**src/rtl/regfile_wb_arbiter_pkg.sv**
```systemverilog
// Shared constants and types for the register-file writeback arbiter.
// Source encoding doubles as the round-robin pointer value.
package regfile_pkg;

   localparam int DATA_W   = 32;
   localparam int ADDR_W   = 5;
   localparam int NUM_REGS = 1 << ADDR_W;

   typedef enum logic {
      SRC_ALU = 1'b0,
      SRC_MEM = 1'b1
   } wb_src_e;

   typedef struct packed {
      logic [ADDR_W-1:0] addr;
      logic [DATA_W-1:0] data;
   } wb_req_t;

endpackage

```
**src/rtl/regfile_wb_arbiter_if.sv**
```systemverilog
// Bundle of issue-side scoreboard, writeback request and register-file write signals.
// The slave modport is the arbiter; master is everything around it.
interface regfile_wb_arbiter_if;
   import regfile_pkg::*;

   logic              alloc_valid_i;
   logic [ADDR_W-1:0] alloc_addr_i;
   logic [ADDR_W-1:0] rs_addr_i;
   logic [ADDR_W-1:0] rt_addr_i;
   logic              rs_busy_o;
   logic              rt_busy_o;
   logic              rd_busy_o;

   logic              alu_valid_i;
   logic [ADDR_W-1:0] alu_addr_i;
   logic [DATA_W-1:0] alu_data_i;
   logic              alu_ready_o;
   logic              mem_valid_i;
   logic [ADDR_W-1:0] mem_addr_i;
   logic [DATA_W-1:0] mem_data_i;
   logic              mem_ready_o;

   logic              RegWrite_o;
   logic [ADDR_W-1:0] RDaddr_o;
   logic [DATA_W-1:0] RDdata_o;
   logic              err_o;

   modport slave (
      input  alloc_valid_i, alloc_addr_i, rs_addr_i, rt_addr_i,
      output rs_busy_o, rt_busy_o, rd_busy_o,
      input  alu_valid_i, alu_addr_i, alu_data_i,
      output alu_ready_o,
      input  mem_valid_i, mem_addr_i, mem_data_i,
      output mem_ready_o,
      output RegWrite_o, RDaddr_o, RDdata_o, err_o
   );

   modport master (
      output alloc_valid_i, alloc_addr_i, rs_addr_i, rt_addr_i,
      input  rs_busy_o, rt_busy_o, rd_busy_o,
      output alu_valid_i, alu_addr_i, alu_data_i,
      input  alu_ready_o,
      output mem_valid_i, mem_addr_i, mem_data_i,
      input  mem_ready_o,
      input  RegWrite_o, RDaddr_o, RDdata_o, err_o
   );

endinterface

```
**src/rtl/regfile_wb_arbiter_rr.sv**
```systemverilog
// Two-way round-robin arbiter: combinational grant, pointer moves to the
// source that was not granted after every grant.
module rr_arbiter2
   import regfile_pkg::*;
(
   input  logic       clk_i,
   input  logic       rst_i,
   input  logic [1:0] req_i,
   output logic [1:0] gnt_o
);

   wb_src_e ptr_q, ptr_d;

   always_comb begin
      gnt_o = req_i;
      if (req_i == 2'b11) begin
         gnt_o = (ptr_q == SRC_MEM) ? 2'b10 : 2'b01;
      end
      ptr_d = ptr_q;
      if (gnt_o[0]) begin
         ptr_d = SRC_MEM;
      end else if (gnt_o[1]) begin
         ptr_d = SRC_ALU;
      end
   end

   always_ff @(posedge clk_i) begin
      if (rst_i) begin
         ptr_q <= SRC_ALU;
      end else begin
         ptr_q <= ptr_d;
      end
   end

endmodule

```
**src/rtl/regfile_wb_arbiter.sv**
```systemverilog
// Register-file write-port owner: round-robin ALU/MEM writeback, registered write
// port, busy scoreboard for issue hazard checks and a sticky protocol error flag.
module regfile_wb_arbiter
   import regfile_pkg::*;
(
   input  logic clk_i,
   input  logic rst_i,
   regfile_wb_arbiter_if.slave bus
);

   logic [1:0]          req, gnt;
   logic                accept;
   wb_req_t             win;

   logic                regwrite_q, regwrite_d;
   logic [ADDR_W-1:0]   rdaddr_q, rdaddr_d;
   logic [DATA_W-1:0]   rddata_q, rddata_d;
   logic [NUM_REGS-1:0] busy_q, busy_d;
   logic                err_q, err_d;
   logic                alloc_err, wr_err;

   // Requests are masked during reset so nothing is acknowledged and then dropped.
   assign req = {bus.mem_valid_i, bus.alu_valid_i} & {2{~rst_i}};

   rr_arbiter2 u_arb (
      .clk_i (clk_i),
      .rst_i (rst_i),
      .req_i (req),
      .gnt_o (gnt)
   );

   always_comb begin
      win.addr = bus.alu_addr_i;
      win.data = bus.alu_data_i;
      if (gnt[SRC_MEM]) begin
         win.addr = bus.mem_addr_i;
         win.data = bus.mem_data_i;
      end
   end

   assign accept          = |gnt;
   assign bus.alu_ready_o = gnt[SRC_ALU];
   assign bus.mem_ready_o = gnt[SRC_MEM];

   assign bus.rs_busy_o = busy_q[bus.rs_addr_i];
   assign bus.rt_busy_o = busy_q[bus.rt_addr_i];
   assign bus.rd_busy_o = busy_q[bus.alloc_addr_i];

   // Re-allocating a register that retires on this very edge is legal back-to-back reuse.
   assign alloc_err = bus.alloc_valid_i && bus.rd_busy_o &&
                      !(regwrite_q && (rdaddr_q == bus.alloc_addr_i));
   assign wr_err    = accept && (win.addr != '0) && !busy_q[win.addr];

   always_comb begin
      regwrite_d = accept && (win.addr != '0);
      rdaddr_d   = rdaddr_q;
      rddata_d   = rddata_q;
      if (accept) begin
         rdaddr_d = win.addr;
         rddata_d = win.data;
      end

      // Clear before set so a new allocation outlives the retiring write.
      busy_d = busy_q;
      if (regwrite_q) begin
         busy_d[rdaddr_q] = 1'b0;
      end
      if (bus.alloc_valid_i) begin
         busy_d[bus.alloc_addr_i] = 1'b1;
      end
      busy_d[0] = 1'b0;

      err_d = err_q | alloc_err | wr_err;
   end

   always_ff @(posedge clk_i) begin
      if (rst_i) begin
         regwrite_q <= 1'b0;
         rdaddr_q   <= '0;
         rddata_q   <= '0;
         busy_q     <= '0;
         err_q      <= 1'b0;
      end else begin
         regwrite_q <= regwrite_d;
         rdaddr_q   <= rdaddr_d;
         rddata_q   <= rddata_d;
         busy_q     <= busy_d;
         err_q      <= err_d;
      end
   end

   assign bus.RegWrite_o = regwrite_q;
   assign bus.RDaddr_o   = rdaddr_q;
   assign bus.RDdata_o   = rddata_q;
   assign bus.err_o      = err_q;

endmodule

```
**src/flat_wrapper.sv**
```systemverilog
// flat-port wrapper written by rule: the top's interface ports become plain ports
module regfile_wb_arbiter_flat import regfile_pkg::*;
  (clk_i, rst_i, bus_alloc_valid_i, bus_alloc_addr_i, bus_rs_addr_i, bus_rt_addr_i, bus_rs_busy_o, bus_rt_busy_o, bus_rd_busy_o, bus_alu_valid_i, bus_alu_addr_i, bus_alu_data_i, bus_alu_ready_o, bus_mem_valid_i, bus_mem_addr_i, bus_mem_data_i, bus_mem_ready_o, bus_RegWrite_o, bus_RDaddr_o, bus_RDdata_o, bus_err_o);
  regfile_wb_arbiter_if bus_i ();
  input  logic clk_i;
  input  logic rst_i;
  input wire logic [$bits(bus_i.alloc_valid_i)-1:0] bus_alloc_valid_i;
  input wire logic [$bits(bus_i.alloc_addr_i)-1:0] bus_alloc_addr_i;
  input wire logic [$bits(bus_i.rs_addr_i)-1:0] bus_rs_addr_i;
  input wire logic [$bits(bus_i.rt_addr_i)-1:0] bus_rt_addr_i;
  output wire logic [$bits(bus_i.rs_busy_o)-1:0] bus_rs_busy_o;
  output wire logic [$bits(bus_i.rt_busy_o)-1:0] bus_rt_busy_o;
  output wire logic [$bits(bus_i.rd_busy_o)-1:0] bus_rd_busy_o;
  input wire logic [$bits(bus_i.alu_valid_i)-1:0] bus_alu_valid_i;
  input wire logic [$bits(bus_i.alu_addr_i)-1:0] bus_alu_addr_i;
  input wire logic [$bits(bus_i.alu_data_i)-1:0] bus_alu_data_i;
  output wire logic [$bits(bus_i.alu_ready_o)-1:0] bus_alu_ready_o;
  input wire logic [$bits(bus_i.mem_valid_i)-1:0] bus_mem_valid_i;
  input wire logic [$bits(bus_i.mem_addr_i)-1:0] bus_mem_addr_i;
  input wire logic [$bits(bus_i.mem_data_i)-1:0] bus_mem_data_i;
  output wire logic [$bits(bus_i.mem_ready_o)-1:0] bus_mem_ready_o;
  output wire logic [$bits(bus_i.RegWrite_o)-1:0] bus_RegWrite_o;
  output wire logic [$bits(bus_i.RDaddr_o)-1:0] bus_RDaddr_o;
  output wire logic [$bits(bus_i.RDdata_o)-1:0] bus_RDdata_o;
  output wire logic [$bits(bus_i.err_o)-1:0] bus_err_o;
  assign bus_i.alloc_valid_i = bus_alloc_valid_i;
  assign bus_i.alloc_addr_i = bus_alloc_addr_i;
  assign bus_i.rs_addr_i = bus_rs_addr_i;
  assign bus_i.rt_addr_i = bus_rt_addr_i;
  assign bus_rs_busy_o = bus_i.rs_busy_o;
  assign bus_rt_busy_o = bus_i.rt_busy_o;
  assign bus_rd_busy_o = bus_i.rd_busy_o;
  assign bus_i.alu_valid_i = bus_alu_valid_i;
  assign bus_i.alu_addr_i = bus_alu_addr_i;
  assign bus_i.alu_data_i = bus_alu_data_i;
  assign bus_alu_ready_o = bus_i.alu_ready_o;
  assign bus_i.mem_valid_i = bus_mem_valid_i;
  assign bus_i.mem_addr_i = bus_mem_addr_i;
  assign bus_i.mem_data_i = bus_mem_data_i;
  assign bus_mem_ready_o = bus_i.mem_ready_o;
  assign bus_RegWrite_o = bus_i.RegWrite_o;
  assign bus_RDaddr_o = bus_i.RDaddr_o;
  assign bus_RDdata_o = bus_i.RDdata_o;
  assign bus_err_o = bus_i.err_o;
  regfile_wb_arbiter u_core (.clk_i(clk_i), .rst_i(rst_i), .bus(bus_i));
endmodule
```
**config.mk**
```make
export PLATFORM = sky130hd
export DESIGN_NAME = regfile_wb_arbiter_flat
export DESIGN_NICKNAME = d
export VERILOG_FILES = /design/src/rtl/regfile_wb_arbiter_pkg.sv /design/src/rtl/regfile_wb_arbiter_if.sv /design/src/rtl/regfile_wb_arbiter_rr.sv /design/src/rtl/regfile_wb_arbiter.sv /design/src/flat_wrapper.sv
export SDC_FILE = /design/constraint.sdc
export NUM_CORES = 1
export LEC_CHECK = 0
export BUFFER_PORTS_ARGS = -buffer_cell sky130_fd_sc_hd__buf_2
export CAP_MARGIN = 20
export CORE_MARGIN = 2
export CORE_UTILIZATION = 25
export CTS_BUF_LIST = sky130_fd_sc_hd__clkbuf_8
export DETAILED_ROUTE_END_ITERATION = 10
export REMOVE_ABC_BUFFERS = 1
export SYNTH_ARGS = -nofsm -noshare
export SYNTH_HDL_FRONTEND = slang
export SYNTH_SLANG_ARGS = --single-unit
```
**constraint.sdc**
```tcl
create_clock -name clk_i -period 3.32 [get_ports clk_i]
set_clock_uncertainty 0.2 [all_clocks]
set_input_delay 0.664 -clock clk_i [delete_from_list [all_inputs] [get_ports clk_i]]
set_output_delay 0.664 -clock clk_i [all_outputs]
set_load 0.02 [all_outputs]
```
# After elaboration in Yosys (flattened, before gate mapping)
# Index checks and enable logic that the tools add are counted.
[totals] ff_bits=72 in_bits=94 output_inout_bits=44 wordCells=54
[classes] order_cmp=7 n_eq_ne=2 mux=19 n_bitwise=7 n_reduce_logical=12
[op_table] operator="2-to-1 mux 32 bit" n=2
[op_table] operator="2-to-1 mux 37 bit" n=1
[op_table] operator="AND 32 bit" n=1
[op_table] operator="NOT 32 bit" n=1
[op_table] operator="OR 32 bit" n=1
[op_table] operator="< comparator 5 x 6 -> 1 bit (second input constant)" n=5
[op_table] operator="binary-select mux 1 bit (select 5 bit)" n=4
[op_table] operator="demux 1 bit (select 5 bit)" n=2
[op_table] operator="greater-or-equal comparator 5 x 1 -> 1 bit (second input constant)" n=2
[op_table] operator="2-to-1 mux 1 bit" n=8
[op_table] operator="logical AND 1 bit" n=7
[op_table] operator="equality test 5 bit" n=1
[op_table] operator="nonzero test 5 bit" n=1
[op_table] operator="2-to-1 mux 2 bit" n=2
[op_table] operator="AND 2 bit" n=1
[op_table] operator="equality test 2 bit (second input constant)" n=1
[op_table] operator="zero test 1 bit" n=2
[op_table] operator="OR 1 bit" n=2
[op_table] operator="nonzero test 2 bit" n=1
[op_table] operator="OR reduction 2 bit" n=1
[op_table] operator="NOT 1 bit" n=1

# Longest topological paths before layout
[depth] depth_word=10 depth_mapped=9 ltp_nobuf=8

# Cells and area by module
# From an unflattened synthesis, not the netlist that was laid out.
[hier_totals] cells_unflattened=540 hier_area_um2=4425.5
[modules_own_cells] module="regfile_wb_arbiter" n_inst=1 cells_per_inst=533 area_per_inst_um2=4367.9 seq_area_each_um2=1401.3
[modules_own_cells] module="rr_arbiter2" n_inst=1 cells_per_inst=7 area_per_inst_um2=57.6 seq_area_each_um2=20.0

# Worst setup path after synthesis
# OpenSTA, ideal clock, no wires.
[synth_timing] path_kind="input-to-output" from="input port bus_rs_addr_i[0]" to="output port bus_rs_busy_o" arrival_ns=2.399 required_ns=2.456 setup_slack_ns=0.057 stages=4 path_buffers=1 path_cell_list="clkbuf_1 -> mux4_2 -> mux4_2 -> mux2_2"
[synth_via] elab_chain_cells=2
[synth_lines] element="start, declared" line="flat_wrapper.sv:9" rtl="input wire logic [$bits(bus_i.rs_addr_i)-1:0] bus_rs_addr_i;"
[synth_lines] element="binary-select mux 1 bit (select 5 bit)" line="regfile_wb_arbiter.sv:45" rtl="assign bus.rs_busy_o = busy_q[bus.rs_addr_i];"
[synth_lines] element="2-to-1 mux 1 bit (implied by the code)" line="regfile_wb_arbiter.sv:45"
[synth_lines] element="end, declared" line="flat_wrapper.sv:11" rtl="output wire logic [$bits(bus_i.rs_busy_o)-1:0] bus_rs_busy_o;"
# Every way passes these cells. The select of a mux whose other input is x is not followed.

# Final worst setup path
# Ends and elaborated chain as after synthesis.

==> results list <==
* Count of input and output buffers: 137
* Headroom to the max-slew limit: 46.91%
- Synth cell count leaders: sky130_fd_sc_hd__nand2_1, sky130_fd_sc_hd__dfxtp_1, sky130_fd_sc_hd__nor2_1
* Number of core rows: 47
- Final Hold Slack: 289.3 ps
* Final critical-path share of the clock period: 96.57%
* Max-capacitance violation count: 0
- After the flow finishes, the layout carries non-filler instances totaling 872.
- The tree built by TritonCTS fans out to 71 sinks.
* Post-placement setup slack: 88.73 ps
* H-Tree Depth: 3
- Starting density of the core: 25.79%
- Netlist cell types: 46
- In this run the power spent charging and discharging nets is 638.8 uW.
- Antenna violations before repair: 0
* Synthesized instance count: 524
- Clock insertion delay at the later pin of the skew report: 370 ps
- TritonCTS built the clock tree.
- Number of buffers inserted during clock tree synthesis: 9
- Critical path's largest stage delay: 550 ps
- Post-cts repair resize count: 0
- Setup bufs post-CTS: 0
- The critical path starts at bus_rs_addr_i[0].
- The share of total power dissipated in sequential elements is 44.4%.
- Cell count after placement: 856
- Data required time of the worst path: 2460 ps
- Number of gates on the worst path with buffers counted: 5
- No sink is reached through more buffers than the 2 on the longest clock path.
- Setup violations remaining at the end of the flow were counted as 0.
* I/O pin cnt: 138
- Internal power consumption: 1474 uW
* Largest area contributor in the synthesized netlist: sky130_fd_sc_hd__dfxtp_1
* Post-layout net count: 741
* Critical path buffer and inverter count: 2
- Top cell type's share of synthesized area: 32.99%
- Routed via count: 4,548
- Sum of net half-perimeters after detailed placement: 11,490 microns
- Cells with a size suffix above 1 make up 32.67% of the layout.
- Avg WL per Cell: 17.93 microns
* Setup repair after global routing missed its margin: no
- Net switching is 30.23% of the power.
- Post-synthesis instance area: 4308 sq um
- Most instantiated library cell after synthesis: sky130_fd_sc_hd__nand2_1
- Clock tree synthesis selected as its root buffer the cell sky130_fd_sc_hd__clkbuf_8.
- Hold Crit Class: reg -> reg
- Along the worst path, the maximum fanout reaches 9.
- The first global-routing pass estimated 23,920 microns of wire.
* Cell with the largest stage delay on the worst path: sky130_fd_sc_hd__mux4_2
- In this design, the largest share of critical-path delay is due to multiplexers.
* Hold-critical path depth: 2
* Wire length after detailed routing: 15,630 microns
- Clock share of power: 35.0%
- Worst-path cell chain: buf_2 -> mux4_2 -> mux4_2 -> mux2_2 -> buf_2
- For this run, the total global-route usage over all layers was measured as 17.05%.
* Top_reg_cell synth: sky130_fd_sc_hd__dfxtp_1
* Peak supply drop: 210.2 uV
* Arrival time of the worst setup path: 2340 ps
- First-pass iteration count of the detailed router: 7
* Total DRC errors in the routed layout: 0
- Dividing the detail-routed via count by the number of cells gives 5.216.
- Final hold violation count: 0
- Setup TNS after final layout: 0 ps
- Type of destination of the critical path: output pin
* Maximum clock frequency: 311.9 MHz
* Width of the chip: 135.3 microns
* Share of flip-flops with an asynchronous set or reset: 0%
- The run finished with clean final reports.
- The startpoint identified for the worst register-to-register timing path is u_core.u_arb.ptr_q$_SDFFE_PP0P_.
- The number of max-slew violations in the final report is 0.
- The number of global-route vias before repair is 4,259.
* Portion of the post-synthesis area used by sequential elements: 32.99%
- Final Critical Period: 3206 ps
* Last weighted congestion value of the routability-driven placer: 0.9565
- Count of hold buffers inserted by post-cts repair: 0
- Summed over all cells, the static leakage comes to 0.002229 uW.
* Total Die Area: 18,300 sq um
- Clock Pin Slew Worst Setup and Hold Paths: 70 ps
- Maximum number of pins on one net before global-route repair: 57
- Transition time at the pin with the least slew margin: 794.6 ps
* Yosys warns: 0
- Remaining Overflow, GRT: 0
* Placeable core region: 16,700 sq um
- Die extent in y: 135.3 microns
* Start point of the worst hold path: u_core.u_arb.ptr_q$_SDFFE_PP0P_
* Total power: 2113 uW
- Iter 0 DRT Violations: 411
* Logic gate share of total power: 20.6%
- CP startpoint kind: input pin
* Detail Route Antenna Nets: 0
- Post-synth EDFFs: 0
- Main area contributors after synthesis: sky130_fd_sc_hd__dfxtp_1, sky130_fd_sc_hd__mux4_2, sky130_fd_sc_hd__nand2_1
- In this run the mean area of a mapped cell was 8.221 sq um.
- Kind of critical path: in -> out
- After layout, the worst setup slack is 113.7 ps.
- Total power density per cell area: 387.5 nW/um^2
- Measured in cells, the most critical reg-to-reg path has a length of 7.
- Flops & latches, synth: 71
* Total inserted antenna cells: 0
- The area growth from synthesis to layout is 26.58%.
==> worst register-to-register path, delay by kind of cell, from the launching register on <==
kind	cells	cell delay (ps)
compound gates	3	880
flops	1	320
mux	2	790
simple gates	2	260
==> final cells by class <==
type                       instances  area (sq um)
timing repair buffer             151         803.3
inverter                           4         15.01
clock inverter                     4         43.79
sequential                        71          1421
fill                            1819         11250
clock buffer                      12         165.2
multi-input combinational        410          2729
tap                              220         275.3
==> routing by layer <==
metal  up-vias  wire length (microns)  GRT usage, %
met5         -                      0             0
met4         0                    654         8.218
met3        47                   1240         4.377
met2       219                   7597         27.33
met1      2109                   6138         21.41
li1       2173                      -             -
==> metrics by stage <==
| stage | cell area [sq um] | util (%) |
|---|---|---|
| after floorplan | 4158 | - |
| after detailed placement | 5244 | 31.40 |
| after global routing | 5453 | 32.65 |
| after global placement | 5244 | 31.40 |
| after CTS | 5453 | 32.65 |
| final | 5453 | 32.65 |
==> logic make-up after synthesis <==
logic type / Yosys count / synth area share, %
and+or+nand+nor: 215 / 22.28
AOI/OAI and AO/OA: 137 / 20.65
DFF: 71 / 32.99
muxes: 53 / 19.23
buffers and inverters: 43 / 3.834
xor gates and xnor gates: 5 / 1.017
==> final timing paths <==
| check | slack [ps] | endpoint |
|---|---|---|
| worst min register to register | 290 | u_core.u_arb.ptr_q$_SDFFE_PP0P_ |
| worst max-delay path | 110 | bus_rs_busy_o |
| worst max register to register | 760 | u_core.bus.err_o$_SDFF_PP0_ |
| worst min-delay path | 290 | u_core.u_arb.ptr_q$_SDFFE_PP0P_ |
==> power by group through the flow <==
stage / Sequential, uW / Combinational, uW / Clock (uW)
finish: 937 / 436 / 739
global route: 942 / 478 / 795
CTS: 936 / 438 / 755
detailed placement: 956 / 437 / 0
global placement: 955 / 435 / 0
floorplan: 991 / 186 / 0
==> registers in the layout, summed over array words and instances (netlist names) <==
name / count
u_core.bus.err_o: 1
u_core.busy_q: 31
u_core.bus.RDaddr_o: 5
u_core.bus.RegWrite_o: 1
u_core.u_arb.ptr_q: 1
u_core.bus.RDdata_o: 32
==> cells in the final DEF (no fill, tap or decap), drive strengths merged, types with 2 or more instances in the layout <==
| master | instances |
|---|---|
| nor3 | 6 |
| clkinv | 2 |
| inv | 5 |
| o2bb2ai | 2 |
| o21ai | 39 |
| buf | 151 |
| clkbuf | 12 |
| nor4 | 2 |
| nand2 | 118 |
| a32oi | 3 |
| and3 | 3 |
| xor2 | 4 |
| mux4 | 22 |
| o31ai | 2 |
| a311oi | 34 |
| a22oi | 2 |
| a21oi | 37 |
| nand2b | 5 |
| a2111oi | 3 |
| nand3b | 7 |
| or3b | 4 |
| nor2 | 54 |
| a211oi | 5 |
| a31oi | 5 |
| nand3 | 9 |
| mux2 | 12 |
| dfxtp | 71 |
| mux2i | 19 |
No activity file was read; power rests on OpenSTA's default activity.
